<file path="src/rtl/seq_pattern_tx_if.sv">
`default_nettype none
// ============================================================================
// seq_pattern_tx_if : payload handshake and serial-line bundle for seq_pattern_tx
// Rev 1.0
// ============================================================================
interface seq_pattern_tx_if #(
  parameter int DATA_W = 8
);
  logic [DATA_W-1:0] in_data;
  logic              in_valid;
  logic              in_ready;
  logic              x;
  logic              x_valid;
  logic              busy;
  logic              done;

  modport master (
    output in_data, in_valid,
    input  in_ready, x, x_valid, busy, done
  );

  modport slave (
    input  in_data, in_valid,
    output in_ready, x, x_valid, busy, done
  );
endinterface
`default_nettype wire

</file>
<file path="src/rtl/seq_pattern_tx.sv">
`default_nettype none
// ============================================================================
// seq_pattern_tx : frames a payload as preamble + MSB-first data + gap zeros on x.
// Optional even-parity bit after the data when SEQ_TX_PARITY_EN is defined. Rev 1.0
// ============================================================================
module seq_pattern_tx #(
  parameter int               DATA_W       = 8,
  parameter int               PRE_W        = 4,
  parameter logic [PRE_W-1:0] PRE_PATTERN  = 4'b1101,
  parameter int               CLKS_PER_BIT = 1,
  parameter int               GAP_BITS     = 2
) (
  input  logic             clk,
  input  logic             rst,
  seq_pattern_tx_if.slave  bus
);

  localparam int MAX_PD  = (PRE_W > DATA_W) ? PRE_W : DATA_W;
  localparam int MAX_LEN = (MAX_PD > GAP_BITS) ? MAX_PD : GAP_BITS;
  localparam int IDX_W   = (MAX_LEN > 1) ? $clog2(MAX_LEN) : 1;
  localparam int TICK_W  = (CLKS_PER_BIT > 1) ? $clog2(CLKS_PER_BIT) : 1;

  localparam logic [TICK_W-1:0] TICK_LAST = TICK_W'(CLKS_PER_BIT - 1);
  localparam logic [IDX_W-1:0]  PRE_LAST  = IDX_W'(PRE_W - 1);
  localparam logic [IDX_W-1:0]  DATA_LAST = IDX_W'(DATA_W - 1);
  localparam logic [IDX_W-1:0]  GAP_LAST  = IDX_W'(((GAP_BITS > 0) ? GAP_BITS : 1) - 1);

  localparam logic [2:0] S_IDLE = 3'd0;
  localparam logic [2:0] S_PRE  = 3'd1;
  localparam logic [2:0] S_DATA = 3'd2;
  localparam logic [2:0] S_PAR  = 3'd3;
  localparam logic [2:0] S_GAP  = 3'd4;

  // With no gap bits the frame ends directly after the last payload/parity bit.
  localparam logic [2:0] S_TAIL = (GAP_BITS > 0) ? S_GAP : S_IDLE;
`ifdef SEQ_TX_PARITY_EN
  localparam logic [2:0] S_AFTER_DATA = S_PAR;
`else
  localparam logic [2:0] S_AFTER_DATA = S_TAIL;
`endif

  logic [2:0]        state, state_nxt;
  logic [IDX_W-1:0]  idx, idx_nxt;
  logic [TICK_W-1:0] tick, tick_nxt;
  logic [PRE_W-1:0]  pre_sh, pre_nxt;
  logic [DATA_W-1:0] data_sh, data_nxt;
  logic              x_nxt;
  logic              accept;
  logic              frame_end;
`ifdef SEQ_TX_PARITY_EN
  logic              par_bit;
`endif

  assign bus.in_ready = (state == S_IDLE) && !rst;
  assign accept       = bus.in_valid && bus.in_ready;
  assign frame_end    = (state != S_IDLE) && (state_nxt == S_IDLE);

  always_comb begin
    state_nxt = state;
    idx_nxt   = idx;
    tick_nxt  = tick;
    pre_nxt   = pre_sh;
    data_nxt  = data_sh;
    if (state == S_IDLE) begin
      if (accept) begin
        state_nxt = S_PRE;
        idx_nxt   = '0;
        tick_nxt  = '0;
        pre_nxt   = PRE_PATTERN;
        data_nxt  = bus.in_data;
      end
    end else if (tick == TICK_LAST) begin
      tick_nxt = '0;
      idx_nxt  = idx + 1'b1;
      case (state)
        S_PRE: begin
          if (idx == PRE_LAST) begin
            state_nxt = S_DATA;
            idx_nxt   = '0;
          end else begin
            pre_nxt = pre_sh << 1;
          end
        end
        S_DATA: begin
          if (idx == DATA_LAST) begin
            state_nxt = S_AFTER_DATA;
            idx_nxt   = '0;
          end else begin
            data_nxt = data_sh << 1;
          end
        end
        S_PAR: begin
          state_nxt = S_TAIL;
          idx_nxt   = '0;
        end
        S_GAP: begin
          if (idx == GAP_LAST) begin
            state_nxt = S_IDLE;
            idx_nxt   = '0;
          end
        end
        default: state_nxt = S_IDLE;
      endcase
    end else begin
      tick_nxt = tick + 1'b1;
    end
  end

  // Line value is registered from the upcoming state so the first bit lands one cycle after accept.
  always_comb begin
    x_nxt = 1'b0;
    case (state_nxt)
      S_PRE:  x_nxt = pre_nxt[PRE_W-1];
      S_DATA: x_nxt = data_nxt[DATA_W-1];
`ifdef SEQ_TX_PARITY_EN
      S_PAR:  x_nxt = par_bit;
`endif
      default: x_nxt = 1'b0;
    endcase
  end

  always_ff @(posedge clk) begin
    if (rst) begin
      state       <= S_IDLE;
      idx         <= '0;
      tick        <= '0;
      pre_sh      <= '0;
      data_sh     <= '0;
      bus.x       <= 1'b0;
      bus.x_valid <= 1'b0;
      bus.busy    <= 1'b0;
      bus.done    <= 1'b0;
    end else begin
      state       <= state_nxt;
      idx         <= idx_nxt;
      tick        <= tick_nxt;
      pre_sh      <= pre_nxt;
      data_sh     <= data_nxt;
      bus.x       <= x_nxt;
      bus.x_valid <= (state_nxt == S_PRE) || (state_nxt == S_DATA) || (state_nxt == S_PAR);
      bus.busy    <= (state_nxt != S_IDLE);
      bus.done    <= frame_end;
    end
  end

`ifdef SEQ_TX_PARITY_EN
  always_ff @(posedge clk) begin
    if (rst) begin
      par_bit <= 1'b0;
    end else if (accept) begin
      par_bit <= ^bus.in_data;
    end
  end
`endif

endmodule
`default_nettype wire

</file>
<file path="src/flat_wrapper.sv">
// flat-port wrapper written by rule: the top's interface ports become plain ports
module seq_pattern_tx_flat 
#(
  parameter int               DATA_W       = 8,
  parameter int               PRE_W        = 4,
  parameter logic [PRE_W-1:0] PRE_PATTERN  = 4'b1101,
  parameter int               CLKS_PER_BIT = 1,
  parameter int               GAP_BITS     = 2
)
  (clk, rst, bus_in_data, bus_in_valid, bus_in_ready, bus_x, bus_x_valid, bus_busy, bus_done);
  seq_pattern_tx_if #(.DATA_W(DATA_W)) bus_i ();
  input  logic clk;
  input  logic rst;
  input wire logic [$bits(bus_i.in_data)-1:0] bus_in_data;
  input wire logic [$bits(bus_i.in_valid)-1:0] bus_in_valid;
  output wire logic [$bits(bus_i.in_ready)-1:0] bus_in_ready;
  output wire logic [$bits(bus_i.x)-1:0] bus_x;
  output wire logic [$bits(bus_i.x_valid)-1:0] bus_x_valid;
  output wire logic [$bits(bus_i.busy)-1:0] bus_busy;
  output wire logic [$bits(bus_i.done)-1:0] bus_done;
  assign bus_i.in_data = bus_in_data;
  assign bus_i.in_valid = bus_in_valid;
  assign bus_in_ready = bus_i.in_ready;
  assign bus_x = bus_i.x;
  assign bus_x_valid = bus_i.x_valid;
  assign bus_busy = bus_i.busy;
  assign bus_done = bus_i.done;
  seq_pattern_tx #(.DATA_W(DATA_W), .PRE_W(PRE_W), .PRE_PATTERN(PRE_PATTERN), .CLKS_PER_BIT(CLKS_PER_BIT), .GAP_BITS(GAP_BITS)) u_core (.clk(clk), .rst(rst), .bus(bus_i));
endmodule
</file>
<file path="config.mk">
export PLATFORM = sky130hd
export DESIGN_NAME = seq_pattern_tx_flat
export DESIGN_NICKNAME = d
export VERILOG_FILES = /design/src/rtl/seq_pattern_tx_if.sv /design/src/rtl/seq_pattern_tx.sv /design/src/flat_wrapper.sv
export SDC_FILE = /design/constraint.sdc
export NUM_CORES = 1
export LEC_CHECK = 0
export CORE_MARGIN = 2
export CORE_UTILIZATION = 46
export DETAILED_ROUTE_END_ITERATION = 10
export PLACE_DENSITY_LB_ADDON = 0.08
export RECOVER_POWER = 100
export SLEW_MARGIN = 25
export SYNTH_ARGS = -nofsm -noshare
export SYNTH_HDL_FRONTEND = slang
export SYNTH_SLANG_ARGS = --single-unit
export TNS_END_PERCENT = 1
</file>
<file path="constraint.sdc">
create_clock -name clk -period 1.6 [get_ports clk]
set_input_delay 0.16 -clock clk [delete_from_list [all_inputs] [get_ports clk]]
set_output_delay 0.16 -clock clk [all_outputs]
set_load 0.05 [all_outputs]
</file>
==> flow_summary.toml <==
[yosys]
synth_fa_ha_area_share_pct = 6.31
syn_inst = 111
synth-async-reset-ratio_pct = 0
ys.flop_type = "dfxtp_1"
synth_seq_cells = 21
yosysTopAreaCell = "dfxtp_1"
synth_fp_nets = 127
synthSimpleGateAreaFrac_pct = 25.2
yosysSeqAreaShare_pct = 42.4
synth-xor-area-share_pct = 0
synth_common_cells = "21 x dfxtp_1, 18 x a21oi_1, 13 x nand2_1"
netlist_area_um2 = 992
synth.area.top_cells = "dfxtp_1 42%, a21oi_1 9.1%, ha_1 6.3%"
syn_avg_cell_area_um2 = 8.94
netlist-cell-type-count = 31
synth_compound_area_share_pct = 20.2
synth_top_family_by_area = "simple AND/OR/NAND/NOR gates"
synthMuxAreaShare_pct = 1.01
synth_edf_count = 0
synth.most_common_cell = "dfxtp_1"
synth_warnings = 0
netlist.area_leader.share_pct = 42.4

[die]
die-width_um = 50.4
start_util_pct = 49.6
die_h_um = 50.4
ioPinCount = 16
die_area_um2 = 2540
row_count = 16
core_area_um2 = 2000

[placement]
portBuffers = 15
dp_slack_ns = -0.0615
detailedPlacementHpwl_mm = 1.45
gp_congestion = 0.778
dpl.cell_count = 156

[setup_path]
r2r_start = "u_core.idx[1]"
path_class = "flip-flop to flip-flop"
worstPathArrival_ns = 1.79
crit_start = "u_core.idx[1]"
end_kind = "flip-flop"
crit_path_end = "u_core.data_sh[2]"
worstPathRequired_ns = 1.79
r2r_slack_ns = 0.003
worstRegToRegCells = 8
r2r-end = "u_core.data_sh[2]"
cp_max_fo = 6
cp-start-kind = "flip-flop"

[power_and_ir_drop]
power_density_nw_per_um2 = 774
p_leak_nw = 0.457
vdd_drop_max_uv = 676

[timing]
skew_ns = 0.00377
finalMaxSlewViolations = 0
clock.fmax_mhz = 626
worst_pin_slew_ns = 0.600
whs_ns = 0.388
period_minus_slack_ns = 1.60
hold_violations = 0
slew_headroom_pct = 60.2
fin_crit_sh_pct = 99.8
setup_tns_ns = 0
finalSetupViolations = 0
rsz0062_at_grt = "yes"
fin_ws_ns = 0.00321

[layout]
synthToLayoutAreaGrowth_pct = 29.0
n_antenna_cell = 0
fin_util_pct = 63.9
instances_no_fill = 162
fin_nets = 152
drive_gt1_share_pct = 23.7

[global_routing]
grt_overflow = 0
grt_max_degree = 24
grt_pass1_vias = 742
grtUsageTotal_pct = 17.8
antenna_found_initial = 0
grt_pass1_wl_mm = 3.35

[drt]
via_per_inst = 5.24
drc = 0
routed_wl_mm = 2.05
vias = 849
antenna_left = 0
post_drt_wl_per_cell_um = 12.7
drt_pass1_iterations = 4
drt_iter0_drc = 18

[clock_tree]
cts.reportedPaths.clkPinSlew_ns = 0.12
cts_hold_buffers = 0
ctsHtreeMaxLevel = 1
cts_buffers = 3
clock_path_buffers = 2
cts_tree = "done"
cts_sinks = 21
cts-root-buf = "clkbuf_4"
clk_latency_ns = 0.30

[worst_hold_path]
min_path_type = "input port to flip-flop"
min_from = "bus_in_data[0]"
hold_depth = 3

[flow_run]
cap_violations = 0

[run_status]
outcome = "finished clean"
==> through the flow <==
stage          area, um^2  total power [mW]
6_report             1280             0.991
5_1_grt              1280              1.04
4_1_cts              1280              1.00
3_5_place_dp         1210             0.751
3_3_place_gp         1210             0.747
2_1_floorplan         997             0.675
==> critical path, cell delays in order, from the launching register on <==
cell	delay [ns]
dfxtp_2	0.35
ha_4	0.17
ha_4	0.17
nor4b_4	0.28
buf_4	0.16
a21oi_1	0.05
buf_4	0.18
nand2_1	0.06
a21oi_1	0.07
==> layout make-up <==
type / count / area [um^2]
clock buffers: 3 / 22.5
fillers: 178 / 722
repair buffers: 26 / 218
well taps: 27 / 33.8
clock inverters: 1 / 5.00
flip-flops and latches: 21 / 427
inverters: 4 / 15.0
multi-input cells: 80 / 559
==> power by group <==
group | switching, mW | total, mW | internal (mW)
Clock | 0.160 | 0.253 | 0.0933
Combinational | 0.0902 | 0.172 | 0.0813
Sequential | 0.0168 | 0.566 | 0.549
Total | 0.267 | 0.991 | 0.724
==> logic make-up (layout without fill, tap and decap cells) <==
group,after synthesis,after routing
AND/OR/NAND/NOR,41,41
AO/OA/AOI/OAI,33,33
flip-flops,21,21
buffers and inverters,10,34
adder cells (fa/ha/maj),5,5
multiplexers,1,1
==> state kept, by name, indices dropped and copies added (netlist names) <==
name                flops
u_core.bus.busy         1
u_core.bus.done         1
u_core.bus.x            1
u_core.bus.x_valid      1
u_core.data_sh          8
u_core.idx              3
u_core.pre_sh           3
u_core.state            3
==> cells in the final DEF, fill, tap and decap left out, types with 2 or more instances in the layout <==
master            n
clkbuf_4          4
nand3b_1          3
clkbuf_1          4
nor2_1            6
dfxtp_1          16
ha_4              2
ha_1              3
buf_4            10
nand2b_1          2
and2_1            2
o21ai_0           3
nand2_1          13
or3_1             2
inv_1             4
clkdlybuf4s50_1  10
o21ai_2           2
nor2b_1           2
nor3_1            2
dfxtp_2           5
a22oi_1           6
a21oi_1          18
==> routing by layer <==
| metal | vias up | wire [um] | GRT usage [%] |
|---|---|---|---|
| met4 | 0 | 42 | 8.11 |
| met2 | 16 | 1090 | 32.2 |
| met5 | - | 0 | 0 |
| met1 | 389 | 864 | 19.9 |
| met3 | 5 | 59 | 3.57 |
| li1 | 439 | - | - |
==> worst min-delay path by stage <==
stage,to,slack (ns)
after CTS,u_core.data_sh[0],0.38
after detailed placement,u_core.data_sh[4],0.45
after floorplan,u_core.data_sh[0],0.30
after global placement,u_core.pre_sh[1],0.44
final,u_core.data_sh[0],0.39
after global routing,u_core.data_sh[0],0.41
==> timing repair <==
action | in CTS | in global routing
setup buffers | 1 | 1
gates resized for setup | 9 | 1
endpoints found under the setup margin | 11 | 13
pin swaps | 1 | 4
Power figures use the tool's default switching activity.
